### src/rtl/serial_shift_unit.sv
// serial_shift_unit
//   Multi-cycle barrel-shift replacement: shifts a word left, logically right
//   or arithmetically right by up to STEP bits per clock until the requested
//   amount has been applied, then holds the result under a valid/ready
//   handshake.
//
//   state | meaning
//   ------+---------------------------------------------------------
//   IDLE  | waiting for a request, in_ready high
//   SHIFT | applying min(STEP, remaining) bits per edge
//   DONE  | result valid, waiting for out_ready
//
// Ports
//   clk        clock, rising edge
//   rst        asynchronous, active-high reset
//   in_valid   request present
//   in_ready   unit idle and able to accept a request
//   word       operand
//   shamt      shift amount
//   op         00 SLL, 10 SRL, 11 SRA, 01 pass-through
//   flush      synchronous abort, returns to IDLE
//   out_valid  result available
//   out_ready  consumer accepts result
//   result     shifted word
//   busy       high in SHIFT or DONE
module serial_shift_unit #(
  parameter  int XLEN    = 32,
  parameter  int STEP    = 1,
  localparam int SHAMT_W = $clog2(XLEN)
) (
  input  logic               clk,
  input  logic               rst,
  input  logic               in_valid,
  output logic               in_ready,
  input  logic [XLEN-1:0]    word,
  input  logic [SHAMT_W-1:0] shamt,
  input  logic [1:0]         op,
  input  logic               flush,
  output logic               out_valid,
  input  logic               out_ready,
  output logic [XLEN-1:0]    result,
  output logic               busy
);

  if (STEP < 1 || STEP > XLEN || (STEP & (STEP - 1)) != 0) begin : g_bad_step
    $error("serial_shift_unit: STEP must be a power of two in 1..XLEN");
  end

  localparam logic [1:0] OP_SLL = 2'b00;
  localparam logic [1:0] OP_NOP = 2'b01;
  localparam logic [1:0] OP_SRA = 2'b11;

  // STEP may equal XLEN, which needs one bit more than a shift amount.
  localparam logic [SHAMT_W:0] STEP_V = STEP[SHAMT_W:0];

  typedef enum logic [1:0] {
    S_IDLE,
    S_SHIFT,
    S_DONE
  } state_t;

  state_t             r_state;
  logic [XLEN-1:0]    r_result;
  logic [SHAMT_W-1:0] r_rem;
  logic [1:0]         r_op;
  logic               r_sign;

  logic [SHAMT_W-1:0] w_step;
  logic               w_last;
  logic               w_fill;
  logic [XLEN-1:0]    w_sll;
  logic [XLEN-1:0]    w_srx;
  logic [XLEN-1:0]    w_next;

  // Bits applied this edge: min(STEP, remaining). The result always fits in
  // SHAMT_W bits because it never exceeds remaining.
  assign w_step = ({1'b0, r_rem} < STEP_V) ? r_rem : STEP_V[SHAMT_W-1:0];
  assign w_last = ({1'b0, r_rem} <= STEP_V);

  // SRA fills from the sign of the original operand, captured at accept.
  assign w_fill = (r_op == OP_SRA) && r_sign;
  assign w_sll  = r_result << w_step;
  assign w_srx  = (r_result >> w_step) |
                  (w_fill ? ~({XLEN{1'b1}} >> w_step) : {XLEN{1'b0}});
  assign w_next = (r_op == OP_SLL) ? w_sll : w_srx;

  assign in_ready  = (r_state == S_IDLE);
  assign out_valid = (r_state == S_DONE);
  assign busy      = (r_state != S_IDLE);
  assign result    = r_result;

  always_ff @(posedge clk or posedge rst) begin
    if (rst) begin
      r_state  <= S_IDLE;
      r_result <= '0;
      r_rem    <= '0;
      r_op     <= OP_SLL;
      r_sign   <= 1'b0;
    end else if (flush) begin
      // Abort wins over accept and the output handshake; result is kept.
      r_state <= S_IDLE;
    end else begin
      case (r_state)
        S_IDLE: begin
          if (in_valid) begin
            r_result <= word;
            r_rem    <= shamt;
            r_op     <= op;
            r_sign   <= word[XLEN-1];
            if (shamt == '0 || op == OP_NOP) begin
              r_state <= S_DONE;
            end else begin
              r_state <= S_SHIFT;
            end
          end
        end
        S_SHIFT: begin
          r_result <= w_next;
          r_rem    <= r_rem - w_step;
          if (w_last) begin
            r_state <= S_DONE;
          end
        end
        S_DONE: begin
          if (out_ready) begin
            r_state <= S_IDLE;
          end
        end
        default: r_state <= S_IDLE;
      endcase
    end
  end

endmodule

### config.mk
export PLATFORM = sky130hd
export DESIGN_NAME = serial_shift_unit
export DESIGN_NICKNAME = d
export VERILOG_FILES = /design/src/rtl/serial_shift_unit.sv
export SDC_FILE = /design/constraint.sdc
export NUM_CORES = 1
export LEC_CHECK = 0
export CAP_MARGIN = 40
export CELL_PAD_IN_SITES_DETAIL_PLACEMENT = 0
export CELL_PAD_IN_SITES_GLOBAL_PLACEMENT = 1
export CORE_ASPECT_RATIO = 0.7
export CORE_MARGIN = 2
export CORE_UTILIZATION = 25
export DETAILED_ROUTE_END_ITERATION = 8
export PLACE_DENSITY = 0.77
export SETUP_SLACK_MARGIN = 0.15
export SYNTH_ARGS = -nofsm -noshare
export SYNTH_HDL_FRONTEND = slang
export SYNTH_SLANG_ARGS = --single-unit
### constraint.sdc
create_clock -name clk -period 1.5 [get_ports clk]
set_input_delay 0.225 -clock clk [delete_from_list [all_inputs] [get_ports clk]]
set_output_delay 0.225 -clock clk [all_outputs]
set_load 0.1 [all_outputs]
==> metrics.md, run 1 <==
| Metric | Value |
|---|---|
| Ratio of total power to cell area | `~1900 nW/um2` |
| Flip-flop and latch count after synthesis | `42` |
| Synthesized area per cell | `8.753 um2` |
| Final Setup Violations | `38` |
| Number of buffers added by the clock tree synthesis step | `5` |
| Largest vdd supply drop | `1.128 mV` |
| Highest Clock Rate | `between 500 and 600 MHz` |
| Num ports | `between 70 and 80` |
| Worst-Skew Late Latency | `~280 ps` |
| Placer Congestion | `between 0.8 and 0.9` |
| Worst-margin pin slew | `approximately 370 ps` |
| Overall routing resource usage | `~17%` |
| Ranking of synthesized cells by area | `dfrtp_1, nand2_1, o22ai_1, a31oi_1, a21oi_1` |
| Clock tree sinks | `between 40 and 50` |
| Final max-slew violation count | `0` |
| Setup repair after global routing missed its margin | `true` |
| Largest net degree at the start of global routing | `43` |
| Count of port buffers added during placement | `78` |
| Number of cells produced by synthesis | `around 260` |
| Final-report hold violation count | `0` |
| Starting Density | `26.11%` |
| Max transition margin | `~75%` |
| Worst Slack Setup Final | `-201.3 ps` |
| Global routing met1 resource utilization | `25.11%` |
| Startpoint types | `register` |
| Synthesis-to-finish area growth | `102.7%` |
| Chip height | `between 80 and 90 um` |
| Final clock period utilization by the worst path | `113.4%` |
| Leakage power figure | `between 1.5 and 2 nW` |
| Placed cell area | `~3800 um2` |
| Initial DRC Count | `between 150 and 200` |
| Clock-pin slew on the worst setup and hold paths | `approximately 60 ps` |
| Total via count in the routed design | `2527` |
| Number of distinct library cell variants in the gate-level netlist after synthesis | `37` |
| Via count of the first global-routing pass | `2530` |
| Proportion of netlist area held by the largest area contributor | `a little under half` |
| Total gr overflow | `0` |
| Setup skew after layout | `approximately 3.3 ps` |
| Clk Tree Root Cell | `clkbuf_16` |
| Fraction of layout instances using a drive strength above 1 | `a little over 40%` |
| Final Util | `a little over half` |
| DIE WIDTH | `116.9 um` |
| Std cell rows | `28` |
| Final layout net count | `421` |
| Final instance area | `~4500 um2` |
| Global-route layer with the greatest usage | `met2` |
| Class of the worst hold path | `primary input to async pin` |
| Met3 GRT Util | `2.993%` |
| Post-DP HPWL | `between 5 and 6 mm` |
| H-tree depth reported by CTS | `2` |
| Critical Path End Type | `register` |
| WL per Instance | `17.36 um` |
| Buffers from clock root to sink, at most | `2` |
| Global-route wire length before repair | `between 10 and 15 mm` |
| Met2 demand-to-capacity share in global routing | `about a quarter` |
| Arrival time of data at the critical path endpoint | `1860 ps` |
| First-pass iteration count of the detailed router | `4` |
| Post-synthesis cell type with the largest combined area | `dfrtp_1` |
| Ratio of routed vias to standard cells | `5.085` |
| CTS tree | `yes` |
| Result of the run | `complete, but fails checks` |
| CTS Hold Buffers Added | `0` |
| DRC violation count after routing | `0` |
| Placeable core region | `roughly 8500 um2` |
| Cell area after technology mapping | `2232 um2` |
| Critical path start-end classification | `register to register` |
| Die Outline Area | `between 9000 and 10000 um2` |
| Antenna Violating Nets Remaining | `0` |
| Antenna diode count | `0` |
| Critical path peak fanout | `7` |
| Max-cap check violation count | `0` |
| Final min period | `1701 ps` |
| Sequential area share after synthesis | `47.09%` |
| Post-synthesis net count | `300` |
| Worst Setup Slack post-DPL | `-342.8 ps` |
| Violations in the final reports | `negative setup slack` |
| Critical Path RT | `1660 ps` |
| Initial antenna violation count | `0` |
| Routed wire length | `between 8 and 9 mm` |
| Syn. warnings | `0` |
==> area by class of cell <==
| type | instances | area, um2 |
|---|---|---|
| Fill cell | 770 | 4024 |
| Timing Repair Buffer | 130 | 1688 |
| Multi-Input combinational cell | 192 | 1416 |
| Sequential cell | 42 | 1052 |
| Tap cell | 120 | 150.1 |
| Clock buffer | 6 | 138.9 |
| Clock inverter | 2 | 60.06 |
| Inverter | 5 | 18.77 |
==> kinds of logic after synthesis <==
family | share of synthesized area, %
AO/OA/AOI/OAI | 26.46
adder cells (fa/ha/maj) | 0.5604
buffers and inverters | 4.596
flip-flops | 47.09
AND/OR/NAND/NOR | 21.30
==> power breakdown <==
group / total, mW / internal (mW) / switching (mW)
clock network: 1.44 / 0.999 / 0.441
registers: 2.04 / 1.45 / 0.588
logic: 4.97 / 1.94 / 3.03
==> path summary, 6_finish.rpt <==
path | startpoint | end | slack, ps | cells past startpoint
max | r_rem[3]$_DFFE_PP0P_ | result[2]$_DFFE_PP0P_ | -200 | 7
min | rst | r_rem[4]$_DFFE_PP0P_ | 290 | 3
max reg2reg | r_rem[3]$_DFFE_PP0P_ | result[2]$_DFFE_PP0P_ | -200 | 7
min reg2reg | r_sign$_DFFE_PP0P_ | r_sign$_DFFE_PP0P_ | 500 | 2
max in group asynchronous | rst | r_state[1]$_DFFE_PP0P_ | 990 | 3
min in group clk | r_sign$_DFFE_PP0P_ | r_sign$_DFFE_PP0P_ | 500 | 2
==> cell usage in the layout, fill, tap and decap left out, types with 2 or more instances in the layout <==
master | Yosys | final
nand2_2 | 0 | 6
buf_4 | 0 | 31
or3b_4 | 0 | 2
inv_2 | 0 | 2
nand2_4 | 0 | 2
o22ai_4 | 0 | 6
clkdlybuf4s50_1 | 0 | 42
o22ai_2 | 0 | 14
dfrtp_1 | 42 | 41
or4_4 | 1 | 2
nand2b_1 | 2 | 2
clkbuf_16 | 0 | 8
buf_12 | 0 | 40
nor2_2 | 0 | 2
a21oi_1 | 15 | 8
buf_6 | 2 | 12
o21ai_1 | 5 | 5
a21oi_2 | 0 | 6
nand3_1 | 2 | 2
nor2b_1 | 3 | 2
bufinv_16 | 0 | 2
inv_1 | 5 | 3
a221o_1 | 7 | 7
o22ai_1 | 26 | 6
nor2_1 | 8 | 5
nand2_1 | 74 | 66
a31oi_1 | 24 | 24
a221oi_2 | 0 | 3
nor3_1 | 2 | 2
nor4_4 | 1 | 2
==> synthesized netlist by cell type (all sizes together) <==
master   number
a221oi        3
a21o          1
o21ai         6
nand3         2
o22ai        26
a31oi        24
o41ai         1
nor3          3
nor4          2
nand2b        2
o2111ai       1
a211o         1
a21oi        15
nand3b        1
clkbuf        7
buf           9
or2           1
and3          1
a21boi        1
nor4b         1
or4           2
o21a          1
nor2b         3
a221o         7
nor2          8
nand2        74
a2111oi       1
or3b          2
ha            1
inv           5
dfrtp        42
nor3b         1
==> through the flow <==
| step | hold WS, ps | TNS [ps] | total power [mW] | std cells |
|---|---|---|---|---|
| 4_1_cts | 297.0 | -3379 | 8.149 | 481 |
| 2_1_floorplan | 297.1 | -11960 | 4.664 | 255 |
| 3_3_place_gp | 465.5 | -10380 | 6.549 | 472 |
| 3_5_place_dp | 473.3 | -11250 | 6.607 | 472 |
| 5_1_grt | 326.3 | -8361 | 8.798 | 497 |
| 6_report | 286.6 | -5773 | 8.446 | 497 |
==> repair_timing <==
item	4_1_cts	5_1_grt
gates cloned	0	5
setup buffers	1	11
pin swaps	11	16
endpoints found under the setup margin	45	45
resized for setup	28	43
==> sequential cells by signal (all words and copies together) (netlist names) <==
| register | flops |
|---|---|
| r_sign | 1 |
| r_rem | 5 |
| r_op | 2 |
| result | 32 |
| r_state | 2 |
==> per-layer routing <==
metal  share of wire, %  vias to the layer above  wire length (um)
li1                   -                     1186                 -
met1                 48                     1248              4125
met2                 46                       87              3972
met3                5.3                        6               457
met4               0.81                        0                70
met5                  0                        -                 0
==> critical path, cell delays in order (launching register included) <==
cell	delay (ps)
dfrtp_1	390
buf_6	130
nor4_4	310
buf_12	160
buf_4	100
a21o_4	170
a21oi_1	60
a221o_1	260
Power figures use the tool's default switching activity.
==> inputs of run 2 (changes only) <==
GPL_ROUTABILITY_DRIVEN = 0   (was unset)
GPL_TIMING_DRIVEN = 0   (was unset)
==> run 2 against run 1 <==
Compared with the run above:
- the run still ends with negative setup slack left
- register-to-register slack better by 40 ps
- sequential share of layout area down 0.96 points
- flip-flop and latch count unchanged
- combinational power up 13%
- critical path type unchanged
- final cell count up 5.0%
- worst hold slack worse by 95 ps
- routed wire length up 4.5%
- via count up 5.9%
- maximum frequency up 2.5%
- total power up 1.1%
- clock skew up 2.6 ps
- utilization up 2.5 points
==> metrics.md, run 2 (synthesis results as in run 1) <==
| Metric | Value |
|---|---|
| Worst-Skew Late Latency | `280 ps` |
| Final layout net count | `about 450` |
| First-pass iteration count of the detailed router | `4` |
| Total via count in the routed design | `around 2700` |
| Internal power component | `between 4 and 5 mW` |
| Fraction of power consumed by sequential logic | `between 20% and 30%` |
| Worst hold slack after final layout | `between 150 and 200 ps` |
| Clock tree sinks | `42` |
| Post-DP HPWL | `a little under 6 mm` |
| Starting Density | `between 20% and 30%` |
| Sw power | `4.158 mW` |
| R2R setup slack | `-160 ps` |
| Setup skew after layout | `around 5.9 ps` |
| Worst Slack Setup Final | `-160.1 ps` |
| Ratio of total power to cell area | `about 1800 nW/um2` |
| Relative contribution of the clock network to total power | `between 10% and 20%` |
| Critical Path RT | `between 1500 and 2000 ps` |
| Final max-slew violation count | `0` |
| Final clock period utilization by the worst path | `110.7%` |
| Result of the run | `complete, but fails checks` |
| Max-cap check violation count | `0` |
| Flip-flop count of the largest register after layout | `32` |
| Total gr overflow | `0` |
| Arrival time of data at the critical path endpoint | `around 1900 ps` |
| Final min period | `1660 ps` |
| Clock-pin slew on the worst setup and hold paths | `roughly 60 ps` |
| Max transition margin | `68.31%` |
| Synthesis-to-finish area growth | `112.4%` |
| Num ports | `slightly below 80` |
| DRC violation count after routing | `0` |
| Chip height | `around 83 um` |
| Critical path peak fanout | `4` |
| Clk Tree Root Cell | `clkbuf_16` |
| Die Outline Area | `between 9000 and 10000 um2` |
| WL per Instance | `about 17 um` |
| Placed cell area | `3810 um2` |
| Final Setup Violations | `40` |
| Ratio of routed vias to standard cells | `about 5.1` |
| DIE WIDTH | `between 100 and 150 um` |
| Switching part of the total power | `between 40 and 50%` |
| Highest Clock Rate | `around 600 MHz` |
| Highest-count cells in the layout ignoring fill and taps | `nand2_1, buf_4, clkdlybuf4s50_1` |
| Share of total power in combinational logic | `between 60 and 70%` |
| Class of the worst hold path | `primary input to async pin` |
| H-tree depth reported by CTS | `2` |
| TNS Setup | `-3664 ps` |
| Critical Path End Type | `register` |
| Largest vdd supply drop | `between 0.9 and 1 mV` |
| Number of buffers added by the clock tree synthesis step | `5` |
| Final instance area | `roughly 4700 um2` |
| Buffers from clock root to sink, at most | `2` |
| Placeable core region | `8548 um2` |
| Critical path start-end classification | `register to register` |
| Count of port buffers added during placement | `78` |
| Setup repair after global routing missed its margin | `true` |
| Largest net degree at the start of global routing | `34` |
| Violations in the final reports | `negative setup slack` |
| CTS tree | `yes` |
| Antenna diode count | `0` |
| Startpoint types | `register` |
| Overall routing resource usage | `between 10% and 20%` |
| Std cell rows | `28` |
| Initial DRC Count | `126` |
| Most common cell after layout, fill and taps aside | `nand2_1` |
| Initial antenna violation count | `0` |
| Antenna Violating Nets Remaining | `0` |
| Global-route wire length before repair | `approximately 14 mm` |
| Via count of the first global-routing pass | `2689` |
| Leakage power figure | `roughly 2 nW` |
| Fraction of layout instances using a drive strength above 1 | `between 40% and 50%` |
| Worst-margin pin slew | `~480 ps` |
| Routed wire length | `~9.0 mm` |
| Final-report hold violation count | `0` |
run 2: changes by cell type in the layout (fill, tap and decap cells not counted), sizes merged:
cell           change
buf               +18
clkbuf             +7
bufinv             -2
clkdlybuf4s15      +2
clkdlybuf4s50      -1
dlygate4sd2        +1
run 2: timing repair:
item	in CTS	in global routing
hold buffers	0	0
endpoints found under the hold margin	0	0
pin swaps	14	17
endpoints found under the setup margin	77	57
resized for setup	133	43
buffers inserted	44	8
cloned	2	2
run 2: path summary, 6_finish.rpt:
path	from	cells past startpoint	end
worst min-delay path	rst	2	r_rem[2]$_DFFE_PP0P_
worst max-delay path	r_rem[3]$_DFFE_PP0P_	7	r_rem[2]$_DFFE_PP0P_
min in group clk	r_sign$_DFFE_PP0P_	2	r_sign$_DFFE_PP0P_
max in group asynchronous	rst	3	r_rem[0]$_DFFE_PP0P_
worst max register to register	r_rem[3]$_DFFE_PP0P_	7	r_rem[2]$_DFFE_PP0P_
worst min register to register	r_sign$_DFFE_PP0P_	2	r_sign$_DFFE_PP0P_
run 2: final cells by class:
cell class	instances	area, um2
Timing Repair Buffer	140	1742
Sequential cell	42	1057
Multi-Input combinational cell	192	1490
Inverter	5	18.77
Buffer	16	151.4
Fill cell	731	3806
Clock buffer	7	132.6
Tap cell	120	150.1
run 2: per-layer routing:
| metal | vias up | share of wire [%] | global-route usage, % |
|---|---|---|---|
| met5 | - | 0 | 0 |
| met4 | 0 | 0.71 | 4.171 |
| met3 | 5 | 6.5 | 3.139 |
| met2 | 103 | 46 | 27.90 |
| met1 | 1325 | 47 | 27.04 |
| li1 | 1242 | - | - |
run 2: through the flow:
stage / std cells / util [%] / total power [mW] / setup WS (ps)
floorplan: 255 / - / 4.664 / -449.5
global placement: 453 / 37.75 / 5.657 / -754.8
detailed placement: 489 / 44.57 / 6.662 / -766.4
CTS: 522 / 53.73 / 8.379 / -228.4
global route: 522 / 55.47 / 8.896 / -218.8
finish: 522 / 55.47 / 8.536 / -160.1
run 2: worst max-delay path, cell delays in order, from the launching register on:
cell     delay [ps]
dfrtp_2         440
or4_4           580
nand2_4          90
ha_4            160
nor2_4           40
nand3_2          70
o21ai_1          60
a21oi_1         140
run 2: power groups by stage:
stage	combinational [mW]	clock [mW]	sequential (mW)
2_1_floorplan	1.02	0	3.64
3_3_place_gp	3.80	0	1.85
3_5_place_dp	4.82	0	1.84
4_1_cts	5.53	1.04	1.81
5_1_grt	5.88	1.09	1.92
6_report	5.64	1.02	1.88
==> inputs of run 3 (changes only) <==
CORE_ASPECT_RATIO = unset   (was 0.7)
==> run 3 against run 2 <==
Compared with the run above:
- the run still ends with negative setup slack left
- critical path depth increased by 1
- setup slack got worse by 76 ps
- sequential share of layout area increased by 0.12 points
- total power decreased by 2.9%
- register-to-register slack got worse by 80 ps
- global-route usage decreased by 0.71 points
- via count decreased by 0.60%
- clock skew decreased by 0.97 ps
- flip-flop and latch count unchanged
- maximum frequency decreased by 4.4%
==> metrics.md, run 3 (synthesis results as in run 1) <==
| Metric | Value |
|---|---|
| Result of the run | `complete, but fails checks` |
| Overall routing resource usage | `about 18%` |
| CTS tree | `yes` |
| Initial antenna violation count | `0` |
| Total via count in the routed design | `between 2000 and 3000` |
| Most common cell after layout, fill and taps aside | `nand2_1` |
| DIE WIDTH | `98.49 um` |
| Number of buffers added by the clock tree synthesis step | `5` |
| Synthesis-to-finish area growth | `110.8%` |
| Buffers from clock root to sink, at most | `2` |
| Antenna diode count | `0` |
| Num ports | `79` |
| Placed cell area | `roughly 3800 um2` |
| First-pass iteration count of the detailed router | `4` |
| Clock tree sinks | `42` |
| Leakage power figure | `between 2 and 2.5 nW` |
| Startpoint types | `register` |
| Worst Slack Setup Final | `-235.7 ps` |
| Depth of the worst register-to-register path | `8` |
| Largest net degree at the start of global routing | `38` |
| Fraction of layout instances using a drive strength above 1 | `~48%` |
| Initial DRC Count | `79` |
| Final layout net count | `approximately 460` |
| Placeable core region | `approximately 8700 um2` |
| DRC violation count after routing | `0` |
| Worst-Skew Late Latency | `300 ps` |
| Routed wire length | `just under 9 mm` |
| Post-DP HPWL | `about 5.4 mm` |
| Via count of the first global-routing pass | `between 2000 and 3000` |
| Critical Path RT | `1680 ps` |
| Flip-flop count of the largest register after layout | `32` |
| Largest vdd supply drop | `between 0.9 and 1 mV` |
| Global-route wire length before repair | `between 10 and 15 mm` |
| Count of port buffers added during placement | `just under 80` |
| H-tree depth reported by CTS | `2` |
| Highest-count cells in the layout ignoring fill and taps | `nand2_1, buf_4, clkdlybuf4s50_1` |
| Die Outline Area | `9700 um2` |
| Violations in the final reports | `negative setup slack` |
| Ratio of routed vias to standard cells | `5.084` |
| Final clock period utilization by the worst path | `115.7%` |
| Max-cap check violation count | `0` |
| Antenna Violating Nets Remaining | `0` |
| Clock-pin slew on the worst setup and hold paths | `around 80 ps` |
| Arrival time of data at the critical path endpoint | `1910 ps` |
| Final max-slew violation count | `0` |
| Ratio of total power to cell area | `1761 nW/um2` |
| Final min period | `1736 ps` |
| Chip height | `between 90 and 100 um` |
| Setup skew after layout | `just under 5 ps` |
| Critical Path End Type | `register` |
| Max transition margin | `70.63%` |
| Final Setup Violations | `39` |
| Worst-margin pin slew | `around 440 ps` |
| Critical path start-end classification | `register to register` |
| Final instance area | `between 4000 and 5000 um2` |
| Total gr overflow | `0` |
| Critical path peak fanout | `6` |
| Setup repair after global routing missed its margin | `true` |
| Class of the worst hold path | `primary input to async pin` |
| Highest Clock Rate | `between 500 and 600 MHz` |
| Starting Density | `about 26%` |
| Std cell rows | `34` |
| WL per Instance | `16.71 um` |
| Final-report hold violation count | `0` |
| Total Power | `a little over 8 mW` |
| Clk Tree Root Cell | `clkbuf_8` |
[run 3: cell types whose count changed in the layout (fill, tap and decap cells not counted), sizes merged]
cell           delta
buf              +14
dlygate4sd2       -1
clkdlybuf4s15     -1
clkbuf            -1
dlymetal6s2s      +1
clkinv            +1
[run 3: per-layer routing]
metal | vias to the layer above | GRT usage [%] | part of all wire (%)
met2 | 73 | 30.66 | 51
met5 | - | 0 | 0
li1 | 1257 | - | -
met4 | 0 | 4.110 | 1.1
met3 | 8 | 2.482 | 4.0
met1 | 1321 | 23.23 | 44
[run 3: what timing repair did]
action | 4_1_cts | 5_1_grt
pin swaps | 7 | 7
cloned | 2 | 1
endpoints found under the hold margin | 0 | 0
buffers inserted | 56 | 8
setup endpoints to repair | 77 | 52
gates resized for setup | 126 | 43
hold buffers | 0 | 0
[run 3: report_power, final]
group          internal [mW]  total (mW)  leakage, nW  switching [mW]
registers               1.45        1.83        0.479           0.376
clock network          0.372       0.778       0.0482           0.406
logic                   2.35        5.68         1.50            3.34
[run 3: metrics by stage]
step / instances / utilization [%] / setup TNS (ps) / worst slack, ps / hold WS (ps)
2_1_floorplan: 255 / - / -11960 / -449.5 / 297.1
3_3_place_gp: 441 / 37.01 / -60760 / -741.8 / 463.5
3_5_place_dp: 477 / 43.87 / -24830 / -770.3 / 462.6
4_1_cts: 519 / 51.90 / -4554 / -187.9 / 157.5
5_1_grt: 523 / 54.22 / -8429 / -290.6 / 168.0
6_report: 523 / 54.22 / -6135 / -235.7 / 146.8
[run 3: final timing paths]
| path | startpoint | endpoint | slack, ps |
|---|---|---|---|
| setup / recovery | r_rem[1]$_DFFE_PP0P_ | result[20]$_DFFE_PP0P_ | -240 |
| hold / removal | rst | r_rem[4]$_DFFE_PP0P_ | 150 |
| setup reg to reg | r_rem[1]$_DFFE_PP0P_ | result[20]$_DFFE_PP0P_ | -240 |
| hold reg to reg | r_sign$_DFFE_PP0P_ | r_sign$_DFFE_PP0P_ | 510 |
| max in group asynchronous | rst | result[8]$_DFFE_PP0P_ | 910 |
| min in group clk | shamt[4] | r_rem[4]$_DFFE_PP0P_ | 290 |
[run 3: critical path, cell delays in order, from the launching register on]
cell       delay [ps]
dfrtp_1           380
buf_6             130
nor4_4            300
buf_4             180
a2111oi_4          70
buf_6             180
buf_8             130
o22ai_1           170
a31oi_1            70
[run 3: layout make-up]
class                           count  area, um2
Clock inverter                      1      5.005
Clock buffer                        7      86.33
Inverter                            5      18.77
Fill cell                         750       3973
Multi-Input combinational cell    192       1453
Buffer                             16      138.9
Tap cell                          108      135.1
Sequential cell                    42       1055
Timing Repair Buffer              152       1814
